**config.mk**
```make
export PLATFORM = sky130hd
export DESIGN_NAME = varredor_mux
export DESIGN_NICKNAME = d
export VERILOG_FILES = /design/src/rtl/varredor_mux.sv
export SDC_FILE = /design/constraint.sdc
export NUM_CORES = 1
export LEC_CHECK = 0
export ABC_AREA = 1
export ABC_CLOCK_PERIOD_IN_PS = 2500
export BUFFER_PORTS_ARGS = -buffer_cell sky130_fd_sc_hd__buf_2
export CAP_MARGIN = 15
export CELL_PAD_IN_SITES_DETAIL_PLACEMENT = 2
export CELL_PAD_IN_SITES_GLOBAL_PLACEMENT = 2
export CORE_AREA = 2 2 78 80
export CTS_BUF_LIST = sky130_fd_sc_hd__clkbuf_4
export CTS_CLUSTER_DIAMETER = 200
export DETAILED_ROUTE_END_ITERATION = 10
export DIE_AREA = 0 0 80 82
export PLACE_DENSITY_LB_ADDON = 0.1
export SYNTH_ARGS = -nofsm -noshare
export SYNTH_HDL_FRONTEND = slang
export SYNTH_SLANG_ARGS = --single-unit
```
**constraint.sdc**
```tcl
create_clock -name clock -period 2.5 [get_ports clock]
set_input_delay 0.125 -clock clock [delete_from_list [all_inputs] [get_ports clock]]
set_output_delay 0.125 -clock clock [all_outputs]
set_load 0.05 [all_outputs]
```
**src/rtl/varredor_mux.sv**
```systemverilog
// rtl/varredor_mux.sv - 4:1 mux scan sequencer with per-channel dwell, capture and change flag
module varredor_mux #(
    parameter int WIDTH = 4,
    parameter int DWELL = 3
) (
    input  logic             clock,
    input  logic             reset,
    input  logic             enable,
    input  logic             modo_manual,
    input  logic [1:0]       sel_manual,
    input  logic [3:0]       mascara,
    input  logic [WIDTH-1:0] saida_mux,
    output logic [1:0]       sel,
    output logic [WIDTH-1:0] dado,
    output logic [1:0]       canal,
    output logic             valido,
    output logic             mudou,
    output logic             ocupado
);

    localparam int CW = (DWELL > 1) ? $clog2(DWELL) : 1;
    localparam logic [CW-1:0] CNT_LOAD = CW'(DWELL - 1);

    typedef enum logic {IDLE, SETTLE} state_t;

    state_t           state, state_n;
    logic [CW-1:0]    cnt, cnt_n;
    logic [1:0]       ptr, ptr_n;
    logic             modo_q, modo_n;
    logic [1:0]       sel_n;
    logic [WIDTH-1:0] dado_n;
    logic [1:0]       canal_n;
    logic             valido_n, mudou_n;
    logic             wr_ult;
    logic [WIDTH-1:0] ultimo [4];

    logic [2:0]       escolha_ini;
    logic [2:0]       escolha_prox;

    // Returns {found, channel}: first set mask bit scanning circularly from inicio, inclusive.
    function automatic logic [2:0] procura(input logic [3:0] m, input logic [1:0] inicio);
        logic [2:0] r;
        logic [1:0] c;
        r = 3'b000;
        for (int i = 3; i >= 0; i--) begin
            c = inicio + 2'(i);
            if (m[c]) r = {1'b1, c};
        end
        return r;
    endfunction

    assign escolha_ini  = modo_manual ? {1'b1, sel_manual} : procura(mascara, ptr);
    assign escolha_prox = modo_manual ? {1'b1, sel_manual} : procura(mascara, sel + 2'd1);

    always_ff @(posedge clock) begin
        if (reset) begin
            state  <= IDLE;
            cnt    <= '0;
            ptr    <= 2'd0;
            modo_q <= 1'b0;
            sel    <= 2'd0;
            dado   <= '0;
            canal  <= 2'd0;
            valido <= 1'b0;
            mudou  <= 1'b0;
            for (int i = 0; i < 4; i++) ultimo[i] <= '0;
        end else begin
            state  <= state_n;
            cnt    <= cnt_n;
            ptr    <= ptr_n;
            modo_q <= modo_n;
            sel    <= sel_n;
            dado   <= dado_n;
            canal  <= canal_n;
            valido <= valido_n;
            mudou  <= mudou_n;
            if (wr_ult) ultimo[sel] <= saida_mux;
        end
    end

    always_comb begin
        state_n  = state;
        cnt_n    = cnt;
        ptr_n    = ptr;
        modo_n   = modo_q;
        sel_n    = sel;
        dado_n   = dado;
        canal_n  = canal;
        valido_n = 1'b0;
        mudou_n  = 1'b0;
        wr_ult   = 1'b0;
        case (state)
            IDLE: begin
                if (enable && escolha_ini[2]) begin
                    state_n = SETTLE;
                    sel_n   = escolha_ini[1:0];
                    cnt_n   = CNT_LOAD;
                    modo_n  = modo_manual;
                end
            end
            SETTLE: begin
                if (!enable) begin
                    state_n = IDLE;
                end else if (modo_manual != modo_q) begin
                    // Mode switch abandons the dwell and restarts on the new mode's channel.
                    modo_n = modo_manual;
                    if (escolha_ini[2]) begin
                        sel_n = escolha_ini[1:0];
                        cnt_n = CNT_LOAD;
                    end else begin
                        state_n = IDLE;
                    end
                end else if (modo_manual && (sel_manual != sel)) begin
                    sel_n = sel_manual;
                    cnt_n = CNT_LOAD;
                end else if (cnt != '0) begin
                    cnt_n = cnt - CW'(1);
                end else begin
                    dado_n   = saida_mux;
                    canal_n  = sel;
                    valido_n = 1'b1;
                    mudou_n  = (saida_mux != ultimo[sel]);
                    wr_ult   = 1'b1;
                    ptr_n    = sel;
                    if (escolha_prox[2]) begin
                        sel_n = escolha_prox[1:0];
                        cnt_n = CNT_LOAD;
                    end else begin
                        state_n = IDLE;
                    end
                end
            end
            default: state_n = IDLE;
        endcase
    end

    always_comb begin
        ocupado = (state == SETTLE);
    end

endmodule

```
* Word level (Yosys, flattened, before mapping)
Memory sizes are Yosys's and may differ from the RTL's. A register that Yosys moved wholly into a read port is not among the register bits. Index checks and enable logic that the tools add are counted.
Word-level totals: register bits after elaboration 14, latch bits 0, memories 1, logic and storage cells 118, memory bits (writable) 16, bits of input ports 14, output and inout bits 11, ROM bits 0
Operators by class: magnitude comparators 8, div/mod/pow operators 0, multiply operators 0, reductions and logical operators 9, bitwise logic cells 5, add/subtract/negate cells 8, eq/ne operators 10, mux-type cells 69, shift-type cells 0
Memories:
- ultimo | words 4, width 4, rd ports 1, clocked after memory_dff 1, wr ports 4, line 35 | logic [WIDTH-1:0] ultimo [4];
Operators with widths (count):
- $mux 2 | 17
- $mux 3 | 10
- $mux 1 | 29
- $lt 2x3->1 const B | 8
- $bmux 1 s2 | 8
- $reduce_and 5->1 | 2
- $add 2x2->2 const B | 4
- $pmux 2 s2 | 2
- $add 2x1->2 const B | 3
- $reduce_or 6->1 | 1
- $ne 5x1->1 const B | 1
- $not 1->1 | 5
- $mux 4 | 1
- $ne 2x2->1 const B | 2
- $ne 4x1->1 const B | 1
- $ne 4x4->1 | 1
- $ne 4x4->1 const B | 1
- $pmux 1 s2 | 2
- $reduce_and 4->1 | 1
- $reduce_or 4->1 | 1
- $ne 3x3->1 const B | 1
- $reduce_and 3->1 | 1
- $logic_and 1x1->1 | 2
- $ne 2x1->1 const B | 1
- other kinds (4) | 4

* Longest topological paths before layout
depth after elaboration 17, mapped depth 14, mapped depth without buffers 13

* Worst setup path before layout
Ideal clock, no wire load.
path kind register -> register, start reg sel[0], end mem ultimo[0][0] (enable), required time 2.139 ns, arrival 1.779 ns, buffers on the path 1, stages on the path, launching flop included 9, setup slack 0.359 ns, clock period less this slack 2.141 ns, setup time 0.361 ns, cells stage by stage dfxtp_1 > buf_6 > xnor2_1 > nand2_1 > nand2_1 > nand3_2 > nor2_4 > inv_1 > o21ai_0
RTL lines:
- start: declaration | line 13 | output logic [1:0] sel,
- start signal: assignment | line 72 | sel <= sel_n;
- end: declaration | line 35

==> out/results.md <==
| Metric | This run | Unit |
| --- | --- | --- |
| Number of buffers created by CTS | 5 | - |
| Post-CTS repair timing setup buffer count | 0 | - |
| Antenna violations before repair | 0 | - |
| First-iteration detailed-routing DRC count | 32 | - |
| Post-CTS Resized | 0 | - |
| Synthesized cell area | 1880 | um2 |
| Clock transition time at the flip-flop clock pins of the worst setup and hold paths | 120 | ps |
| Width of the chip | 80 | um |
| Synthesized netlist net count | 264 | - |
| Setup TNS after final layout | 0 | ps |
| Power per standard cell area | 580 | nW/um2 |
| Run status | completed | - |
| Maximum vdd ir drop | 0.000179 | V |
| Number of nets in the layout | 292 | - |
| Total DRC errors in the routed layout | 0 | - |
| Final setup skew | 16.7 | ps |
| Number of antenna repair diodes | 0 | - |
| Final weighted congestion of routability-driven global placement | 0.729 | - |
| Die ar. | 6560 | um2 |
| Data required time of the critical path | 2740 | ps |
| Number of register bits inferred by synthesis | 32 | - |
| Part of the cycle the worst path needs | 74.0 | % |
| Total wirelength of the detailed-routed design | 5180 | um |
| Yosys Warn Count | 0 | - |
| Layout cell share with drive strength beyond 1 | 20.2 | % |
| Cell-internal power | 0.855 | mW |
| Final setup violation count | 0 | - |
| Max Fanout on Critical Path | 10 | - |
| I/O pins | 25 | - |
| P&R area growth vs syn | 14.3 | % |
| Max Fclk | 541 | MHz |
| Number of H-tree branching levels | 2 | - |
| Number of clock sinks | 32 | - |
| Via count | 1669 | - |
| Class of the most critical hold timing path | input pin to register | - |
| Total count of hold-check failures in the final report | 0 | - |
| Maximum number of pins on one net before global-route repair | 13 | - |
| Gate Count Post-Synth | 248 | - |
| Starting utilization of the core area | 32.7 | % |
| Commonest non-fill, non-tap cell in the layout | sky130_fd_sc_hd__nand2_1 | - |
| Sequential element share of the synthesized area | 42.6 | % |
| Count of different cell masters after synthesis | 28 | - |
| Nature of the critical path startpoint | register | - |
| Minimum clock period | 1850 | ps |
| Clock tree root driver cell | sky130_fd_sc_hd__clkbuf_4 | - |
| Final HPWL from detailed placement | 4160 | um |
| Routed wirelength normalized by instance count | 14.7 | um |
| Insertion delay of the later-clocked pin in the worst-skew pair | 340 | ps |
| Final global-route overflow total | 0 | - |
| Number of instances in the placed design | 344 | - |
| Area of the core | 5750 | um2 |
| Number of global-route vias before repair | 1803 | - |
| Number of nets still failing antenna checks after routing | 0 | - |
| Switching power | 0.391 | mW |
| Share of power burned in the clock network | 33.1 | % |
| Non-filler instance count after layout | 352 | - |
| Number of buffers added to fix hold violations after cts | 0 | - |
| Proportion of total power due to net switching | 31.4 | % |
| Leakage power of the design | 1.01 | nW |
| Highest-count cells in the layout ignoring fill and taps | 63 x sky130_fd_sc_hd__nand2_1, 36 x sky130_fd_sc_hd__nor2_1, 29 x sky130_fd_sc_hd__inv_1 | - |
| Power share of the combinational group | 20.0 | % |
| Seq pwr share | 46.9 | % |
| Count of final max-slew check failures | 0 | - |
| Transition time at the pin with the least slew margin | 554 | ps |
| Average via count per standard cell | 4.74 | - |
| Slew margin rel. | 62.6 | % |
| Worst setup path class | register to register | - |
| Data arrival at the endpoint of the critical path | 2090 | ps |
| RSZ-0062 raised after global routing | false | - |
| Vertical extent of the die | 82 | um |
| Count of input and output buffers | 24 | - |
| CTS tree | yes | - |
| Global-route wire length before repair | 8650 | um |
| Overall routing resource usage | 17.5 | % |
| Average cell area after synthesis | 7.58 | um2 |
| Number of placement rows | 28 | - |
| Deepest clock path buffer count | 2 | - |
| Endpoint kind of the worst setup timing path | register | - |
| DRT Pass-1 Iters | 4 | - |
| Maximum capacitance violations | 0 | - |
worst max-delay path: stages (launching register included):
cell,delay [ps]
sky130_fd_sc_hd__dfxtp_1,370
sky130_fd_sc_hd__buf_4,240
sky130_fd_sc_hd__inv_8,70
sky130_fd_sc_hd__nand2_2,50
sky130_fd_sc_hd__nand2_1,100
sky130_fd_sc_hd__nor2_2,130
sky130_fd_sc_hd__nand4_2,140
sky130_fd_sc_hd__nand2_1,130
sky130_fd_sc_hd__nand2_2,90
sky130_fd_sc_hd__nand2_2,110
sky130_fd_sc_hd__nand2_1,80
sky130_fd_sc_hd__a21oi_1,210
sequential cells by signal, summed over array words and instances (netlist names), named ones only:
name / cells
modo_q: 1
ptr: 2
dado: 4
sel: 2
cnt: 2
ocupado: 1
ultimo: 16
valido: 1
mudou: 1
path summary, 6_finish.rpt:
path | cells past startpoint | start | slack [ps] | to
max | 11 | sel[0]$_SDFFE_PP0P_ | 650 | register
min | 2 | reset | 50 | sel[1]$_SDFFE_PP0P_
max reg2reg | 11 | sel[0]$_SDFFE_PP0P_ | 650 | register
min reg2reg | 2 | dado[0]$_SDFFE_PP0P_ | 480 | dado[0]$_SDFFE_PP0P_
through the flow:
stage | instance area [um2] | hold slack, ps | utilization (%) | setup WS, ps | total power [mW]
floorplan | 1880 | 194 | - | 359 | 0.777
global placement | 2070 | 409 | 36.0 | 707 | 0.843
detailed placement | 2070 | 415 | 36.0 | 665 | 0.850
CTS | 2150 | 35.7 | 37.4 | 629 | 1.26
global route | 2150 | 38.1 | 37.4 | 435 | 1.33
finish | 2150 | 47.0 | 37.4 | 650 | 1.25
synth_stat cells, drive strengths merged:
| library cell | number | area (um2) |
|---|---|---|
| nand2 | 70 | 285 |
| nor2 | 44 | 205 |
| inv | 32 | 130 |
| nand3 | 20 | 130 |
| dfxtp | 16 | 320 |
| edfxtp | 16 | 480 |
| o21ai | 16 | 80.1 |
| a21oi | 10 | 50.1 |
| o22ai | 6 | 37.5 |
| buf | 5 | 40.0 |
| xor2 | 5 | 43.8 |
| xnor2 | 3 | 26.3 |
| ha | 2 | 25.0 |
| nand4 | 2 | 18.8 |
| a31oi | 1 | 6.26 |
kinds of logic (layout without fill, tap and decap cells):
group                      after synthesis  count (layout)  share of synthesized area (%)
and+or+nand+nor                        136             136                           34.0
adders and majority gates                2               2                           1.33
buffers and inverters                   37              66                           9.05
xor gates and xnor gates                 8               8                           3.73
AOI/OAI and AO/OA                       33              33                           9.26
DFF                                     32              32                           42.6
power by group through the flow:
stage / Clock (mW) / Sequential [mW] / Combinational, mW
6_report: 0.413 / 0.584 / 0.249
4_1_cts: 0.423 / 0.585 / 0.254
5_1_grt: 0.453 / 0.588 / 0.286
3_3_place_gp: 0 / 0.596 / 0.247
2_1_floorplan: 0 / 0.609 / 0.168
3_5_place_dp: 0 / 0.597 / 0.253
metal layers:
layer | vias up | track usage, % | routed length, um
met1 | 799 | 19.9 | 2230
li1 | 847 | - | -
met3 | 7 | 2.75 | 91
met4 | 0 | 5.76 | 63
met2 | 16 | 33.4 | 2790
met5 | - | 0 | 0
final cells by class:
class	count	area (um2)
Clock buffer	5	37.5
Inverter	32	130
Clock inverter	3	42.5
Sequential cell	32	801
Tap cell	75	93.8
Timing Repair Buffer	26	135
Fill cell	732	3600
Multi-Input combinational cell	179	908
(Power assumes the default switching activity.)
